## config.mk

```make
export PLATFORM = sky130hd
export DESIGN_NAME = if_fetch_stage
export DESIGN_NICKNAME = d
export VERILOG_FILES = /design/src/rtl/cpu_pkg.sv /design/src/rtl/fetch_skid_buf.sv /design/src/rtl/if_fetch_stage.sv
export SDC_FILE = /design/constraint.sdc
export NUM_CORES = 1
export LEC_CHECK = 0
export CAP_MARGIN = 10
export CELL_PAD_IN_SITES_DETAIL_PLACEMENT = 1
export CELL_PAD_IN_SITES_GLOBAL_PLACEMENT = 1
export CORE_ASPECT_RATIO = 0.8
export CORE_UTILIZATION = 39
export CTS_CLUSTER_DIAMETER = 120
export DETAILED_ROUTE_END_ITERATION = 10
export GPL_TIMING_DRIVEN = 0
export PLACE_DENSITY_LB_ADDON = 0.1
export SETUP_SLACK_MARGIN = 0.05
export SYNTH_ARGS = -nofsm -noshare
export SYNTH_HDL_FRONTEND = slang
export SYNTH_HIERARCHICAL = 1
export SYNTH_SLANG_ARGS = --single-unit
export TNS_END_PERCENT = 20
```

## constraint.sdc

```tcl
create_clock -name clk -period 4.1 [get_ports clk]
set_input_delay 0.615 -clock clk [delete_from_list [all_inputs] [get_ports clk]]
set_output_delay 0.615 -clock clk [all_outputs]
set_load 0.02 [all_outputs]
```

## src/rtl/cpu_pkg.sv

```systemverilog
// Shared CPU definitions: datapath widths, HLT opcode, NOP encoding and
// the fetch-stage state type.
package cpu_pkg;

   localparam int PC_W    = 16;
   localparam int INSTR_W = 16;

   localparam logic [3:0]         OPC_HLT = 4'hF;
   localparam logic [INSTR_W-1:0] NOP     = 16'h0000;

   // RUN: normal fetch. DRAIN: discard the response of a request that a
   // redirect overtook. HALT: frozen after an HLT word was fetched.
   typedef enum logic [1:0] {
      RUN   = 2'd0,
      DRAIN = 2'd1,
      HALT  = 2'd2
   } fetch_state_e;

   // True when the instruction word carries the HLT opcode in its top nibble.
   function automatic logic is_hlt(input logic [INSTR_W-1:0] instr);
      return instr[INSTR_W-1 -: 4] == OPC_HLT;
   endfunction

endpackage

```

## src/rtl/fetch_skid_buf.sv

```systemverilog
// One-entry holding register for an instruction word and its address.
// Catches a fetch response that arrives while decode is stalled.
// Priority: clear > load > unload. Load together with unload replaces the entry.
module fetch_skid_buf
   import cpu_pkg::*;
(
   input  logic               clk,
   input  logic               rst_n,
   input  logic               clear,
   input  logic               load,
   input  logic               unload,
   input  logic [INSTR_W-1:0] instr_i,
   input  logic [PC_W-1:0]    pc_i,
   output logic               valid_o,
   output logic [INSTR_W-1:0] instr_o,
   output logic [PC_W-1:0]    pc_o
);

   logic               valid_q, valid_d;
   logic [INSTR_W-1:0] instr_q, instr_d;
   logic [PC_W-1:0]    pc_q, pc_d;

   // Next entry contents from clear/load/unload.
   always_comb begin
      // NOTE: every signal gets a default first so no path leaves it unassigned (no latch).
      valid_d = valid_q;
      instr_d = instr_q;
      pc_d    = pc_q;
      if (clear) begin
         valid_d = 1'b0;
      end else if (load) begin
         valid_d = 1'b1;
         instr_d = instr_i;
         pc_d    = pc_i;
      end else if (unload) begin
         valid_d = 1'b0;
      end
   end

   // Occupancy flag, synchronously reset.
   always_ff @(posedge clk) begin
      // NOTE: non-blocking assignments so every flop samples pre-edge values.
      if (!rst_n) valid_q <= 1'b0;
      else        valid_q <= valid_d;
   end

   // Payload register.
   // NOTE: payload has no reset; valid_q qualifies it, so its power-up value is never used.
   always_ff @(posedge clk) begin
      instr_q <= instr_d;
      pc_q    <= pc_d;
   end

   assign valid_o = valid_q;
   assign instr_o = instr_q;
   assign pc_o    = pc_q;

endmodule

```

## src/rtl/if_fetch_stage.sv

```systemverilog
// Instruction-fetch stage: owns the PC, issues single-outstanding reads to
// instruction memory and feeds the IF/ID register. Honours decode stalls
// through a one-entry skid, drains requests overtaken by a redirect and
// freezes after fetching HLT.
module if_fetch_stage
   import cpu_pkg::*;
#(
   parameter logic [PC_W-1:0] RST_PC = '0
) (
   input  logic               clk,
   input  logic               rst_n,
   output logic               imem_req,
   output logic [PC_W-1:0]    imem_addr,
   input  logic               imem_rvalid,
   input  logic [INSTR_W-1:0] imem_rdata,
   input  logic               stall_i,
   input  logic               redirect_i,
   input  logic [PC_W-1:0]    redirect_pc_i,
   output logic               ifid_valid,
   output logic [INSTR_W-1:0] ifid_instr,
   output logic [PC_W-1:0]    ifid_pc,
   output logic [PC_W-1:0]    pc,
   output logic               halt_fetched
);

   fetch_state_e       state_q, state_d;
   logic [PC_W-1:0]    pc_q, pc_d;
   logic               outst_q, outst_d;
   logic [PC_W-1:0]    outst_addr_q, outst_addr_d;
   logic               ifid_valid_q, ifid_valid_d;
   logic [INSTR_W-1:0] ifid_instr_q, ifid_instr_d;
   logic [PC_W-1:0]    ifid_pc_q, ifid_pc_d;
   logic               halt_q, halt_d;

   logic               accept;
   logic               accept_hlt;
   logic               hold;
   logic               skid_full_next;
   logic               issue;
   logic               skid_clear, skid_load, skid_unload;
   logic               skid_valid;
   logic [INSTR_W-1:0] skid_instr;
   logic [PC_W-1:0]    skid_pc;

   // The skid always captures the word of the current response at its request address.
   fetch_skid_buf u_skid (
      .clk     (clk),
      .rst_n   (rst_n),
      .clear   (skid_clear),
      .load    (skid_load),
      .unload  (skid_unload),
      .instr_i (imem_rdata),
      .pc_i    (outst_addr_q),
      .valid_o (skid_valid),
      .instr_o (skid_instr),
      .pc_o    (skid_pc)
   );

   // Next-state, IF/ID steering and request issue.
   always_comb begin
      state_d        = state_q;
      pc_d           = pc_q;
      outst_d        = outst_q;
      outst_addr_d   = outst_addr_q;
      ifid_valid_d   = ifid_valid_q;
      ifid_instr_d   = ifid_instr_q;
      ifid_pc_d      = ifid_pc_q;
      halt_d         = halt_q;
      skid_clear     = 1'b0;
      skid_load      = 1'b0;
      skid_unload    = 1'b0;
      issue          = 1'b0;
      hold           = ifid_valid_q && stall_i;
      accept         = imem_rvalid && outst_q && (state_q == RUN);
      accept_hlt     = accept && is_hlt(imem_rdata);
      skid_full_next = 1'b0;

      if (redirect_i) begin
         // Redirect overrides stall, HLT and any response this cycle.
         ifid_valid_d = 1'b0;
         skid_clear   = 1'b1;
         pc_d         = redirect_pc_i;
         halt_d       = 1'b0;
         if (outst_q && !imem_rvalid) begin
            state_d = DRAIN;
         end else begin
            state_d = RUN;
            outst_d = 1'b0;
         end
      end else begin
         // IF/ID and skid movement; runs in every state so a parked HLT still drains.
         if (hold) begin
            skid_load = accept;
         end else if (skid_valid) begin
            ifid_valid_d = 1'b1;
            ifid_instr_d = skid_instr;
            ifid_pc_d    = skid_pc;
            skid_unload  = 1'b1;
            skid_load    = accept;
         end else if (accept) begin
            ifid_valid_d = 1'b1;
            ifid_instr_d = imem_rdata;
            ifid_pc_d    = outst_addr_q;
         end else begin
            ifid_valid_d = 1'b0;
         end
         skid_full_next = skid_load || (skid_valid && !skid_unload);

         if (state_q == RUN) begin
            if (accept) outst_d = 1'b0;
            if (accept_hlt) begin
               state_d = HALT;
               halt_d  = 1'b1;
            end else if ((!outst_q || imem_rvalid) && !skid_full_next && rst_n) begin
               issue = 1'b1;
            end
         end else if (state_q == DRAIN && imem_rvalid) begin
            // Overtaken response arrives: drop it, resume fetching next cycle.
            state_d = RUN;
            outst_d = 1'b0;
         end

         if (issue) begin
            outst_d      = 1'b1;
            outst_addr_d = pc_q;
            pc_d         = pc_q + PC_W'(1);
         end
      end
   end

   // State registers with synchronous active-low reset.
   always_ff @(posedge clk) begin
      if (!rst_n) begin
         state_q      <= RUN;
         pc_q         <= RST_PC;
         outst_q      <= 1'b0;
         outst_addr_q <= '0;
         ifid_valid_q <= 1'b0;
         ifid_instr_q <= NOP;
         ifid_pc_q    <= '0;
         halt_q       <= 1'b0;
      end else begin
         state_q      <= state_d;
         pc_q         <= pc_d;
         outst_q      <= outst_d;
         outst_addr_q <= outst_addr_d;
         ifid_valid_q <= ifid_valid_d;
         ifid_instr_q <= ifid_instr_d;
         ifid_pc_q    <= ifid_pc_d;
         halt_q       <= halt_d;
      end
   end

   assign imem_req     = issue;
   assign imem_addr    = pc_q;
   assign ifid_valid   = ifid_valid_q;
   assign ifid_instr   = ifid_instr_q;
   assign ifid_pc      = ifid_pc_q;
   assign pc           = pc_q;
   assign halt_fetched = halt_q;

endmodule

```

==> run summary <==
placed insts - 694
first-pass detailed-route iteration total - 4
CORE AREA - 0.01156 mm^2
final hold vios - 0
Filler cells - 1274
WS Path Type - in2out
Comb pwr share - 14.7%
total internal power - 1.667 mW
Vias per Instance - 5.397
average cell area after synthesis - 10.52 um^2
startpoint class of the critical path - input port
die height - 99.67 um
PostCTS Resize Cnt - 0
P&R area growth vs syn - 32.74%
Starting Density - 40.23%
Synth top area share - 30.13%
via count - 3832
hold buffers post-CTS - 0
pwr/cell area - 362.7 mW/mm^2
sequential share of the synthesized area - 50.79%
DP HPWL - 9426 um
HP Class - reg2reg
clk_skew - 0.008192 ns
Final Wtd Congestion - 0.8203
Slowest-stage cell, CP - clkdlybuf4s50_1
chip width - 124.1 um
status - finished, final reports clean
period utilization - 87.29%
Mapped Cells - 442
Post-synth ARST share - 0%
synth unique cells - 52
Setup violations, final - 0
multiplexer share of the synthesized area - 10.33%
Nets - 595
H-tree levels - 3
Sw Share - 25.55%
Slew HR - 47.96%
first-pass GRT wire length - 20410 um
XOR/XNOR Fraction of Synth Area - 0%
compound-cell area share of the yosys netlist - 15.58%
CP cell instances - clkdlybuf4s50_1, nand4_1, and3_4, o21ai_2, buf_6, buf_6, inv_1, clkdlybuf4s50_1
static leakage - 2.564 nW
Ys Warns - 6
post-synthesis simple-gate area fraction - 15.44%
Avg WL per Cell - 18.16 um
Mapped Area - 0.004651 mm^2
Crit Path Max Fanout - 10
Max Buffers Root-to-Sink - 2
part of the power in registers - 49.7%
worst-skew pair later-pin latency - 0.34 ns
crit path capture type - output port
Final Non-Filler Cells - 710
WP data required - 3.48 ns
DRC - 0
Worst-path clk slew - 0.07 ns
Post-Syn Nets - 480
share of layout cells above drive strength 1 - 9.786%
largest family of logic cells by synthesized area - compound AO/OA/AOI/OAI gates
gr ovfl total - 0
CTS buffer count - 9
Fmax - 279.4 MHz
TritonCTS clock tree - done
number of global-route vias before repair - 4026
RSZ-0062 raised after global routing - false
Post-Synth Adder-Cell Area - 0.2690%
CTS Sinks - 102
crit path DAT - 2.96 ns
top-count cell post-synth - dfxtp_1
synthesized flop and latch total - 102
diodes inserted - 0
ys flop type - dfxtp_1
die area - 0.01237 mm^2
Port Buffers - 103
Worst-Margin Slew - 0.7806 ns
initial antenna violation count - 0
Psw - 0.5720 mW
cell row count - 35
worst vdd ir - 0.0002508 V
CP max stage delay - 0.55 ns
root buffer cell - clkbuf_16
antenna viol nets, final - 0
area leader, netlist - dfxtp_1
final worst path period need - 3.579 ns
synth top area cells - dfxtp_1 30%, edfxtp_1 21%, mux2i_1 10%
number of synthesized flops with an enable pin - 32
Detailed Route Iter0 Violations - 246
Clk pwr share - 35.6%
Power Total - 2.239 mW
Setup Buffers After CTS - 0
commonest cells in the netlist - 70 x dfxtp_1, 55 x nand2_1, 48 x mux2i_1
max-cap violation count - 0
pin count of the biggest net entering global routing - 19
Global Route Usage Sum - 21.56%
DRT Wirelength - 12890 um
I/O pin cnt - 104
final slew viol count - 0
sequential cells by signal (all words and copies together) (netlist names), 2 cells and up:
register and flops:
ifid_instr 16, ifid_pc 16, u_skid/instr_o 16, outst_addr_q 16, u_skid/pc_o 16, state_q 2, imem_addr 16
path summary, 6_finish.rpt:
path                                       from        endpoint  slack (ns)  depth (start not counted)
worst max-delay path             imem_rdata[15]        imem_req        0.52                          8
worst min-delay path            outst_addr_q[6]  u_skid/pc_o[6]        0.46                          0
worst max register to register       state_q[1]  u_skid/pc_o[5]        2.17                          5
worst min register to register  outst_addr_q[6]  u_skid/pc_o[6]        0.46                          0
stage by stage:
stage                     TNS [ns]  area [um^2]  setup slack (ns)  utilization (%)  hold slack (ns)
after detailed placement         0         5902            0.5421            51.05           0.4534
after CTS                        0         6173            0.5110            53.40           0.4678
after floorplan                  0         4651             1.084                -           0.4293
after global placement      -14.65         5867           -0.4585            50.75           0.4427
final                            0         6173            0.5209            53.40           0.4600
after global routing             0         6173            0.4455            53.40           0.4859
cells in the final DEF (no fill, tap or decap), types with 6 or more instances in the layout:
cell type and count:
o21ai_0 13, edfxtp_1 32, nand3_1 30, nor3_1 7, buf_4 17, inv_1 21
buf_2 9, dfxtp_1 70, clkbuf_16 9, clkdlybuf4s50_1 103, mux2i_1 48, clkbuf_1 20
and3_1 10, nand2_1 55, a32oi_1 6, o211a_1 32, a2111oi_0 6
power groups by stage:
stage	clock, mW	sequential, mW	combinational (mW)
after floorplan	0	1.15	0.147
after global placement	0	1.13	0.323
after CTS	0.820	1.11	0.333
final	0.797	1.11	0.330
after detailed placement	0	1.13	0.330
after global routing	0.856	1.12	0.354
logic make-up (layout without fill, tap and decap cells):
family	Yosys count	count (layout)
and+or+nand+nor	136	136
DFF	102	102
buffers and inverters	68	188
adders and majority gates	1	1
AOI/OAI and AO/OA	87	87
muxes	48	48
per-layer routing:
layer	up-vias	GRT usage [%]	share of wire [%]
li1	1845	-	-
met1	1857	26.87	44
met2	111	36.12	48
met3	19	4.530	5.6
met4	0	8.516	1.9
met5	-	0	0
cell type report:
type | instances | area [um^2] | share of cell area [%]
Inverter | 21 | 78.83 | 1.277
Tap cell | 148 | 185.2 | 3.000
Multi-Input combinational cell | 272 | 1943 | 31.48
Clock buffer | 13 | 250.2 | 4.054
Timing Repair Buffer | 104 | 1059 | 17.15
Buffer | 47 | 274.0 | 4.439
Clock inverter | 3 | 21.27 | 0.3445
Sequential cell | 102 | 2362 | 38.27
critical path, delay by kind of cell:
| family | cells | cell delay [ns] |
|---|---|---|
| buf+inv | 5 | 1.47 |
| simple gates | 2 | 0.75 |
| compound gates | 1 | 0.12 |
No activity file was read; power rests on OpenSTA's default activity.
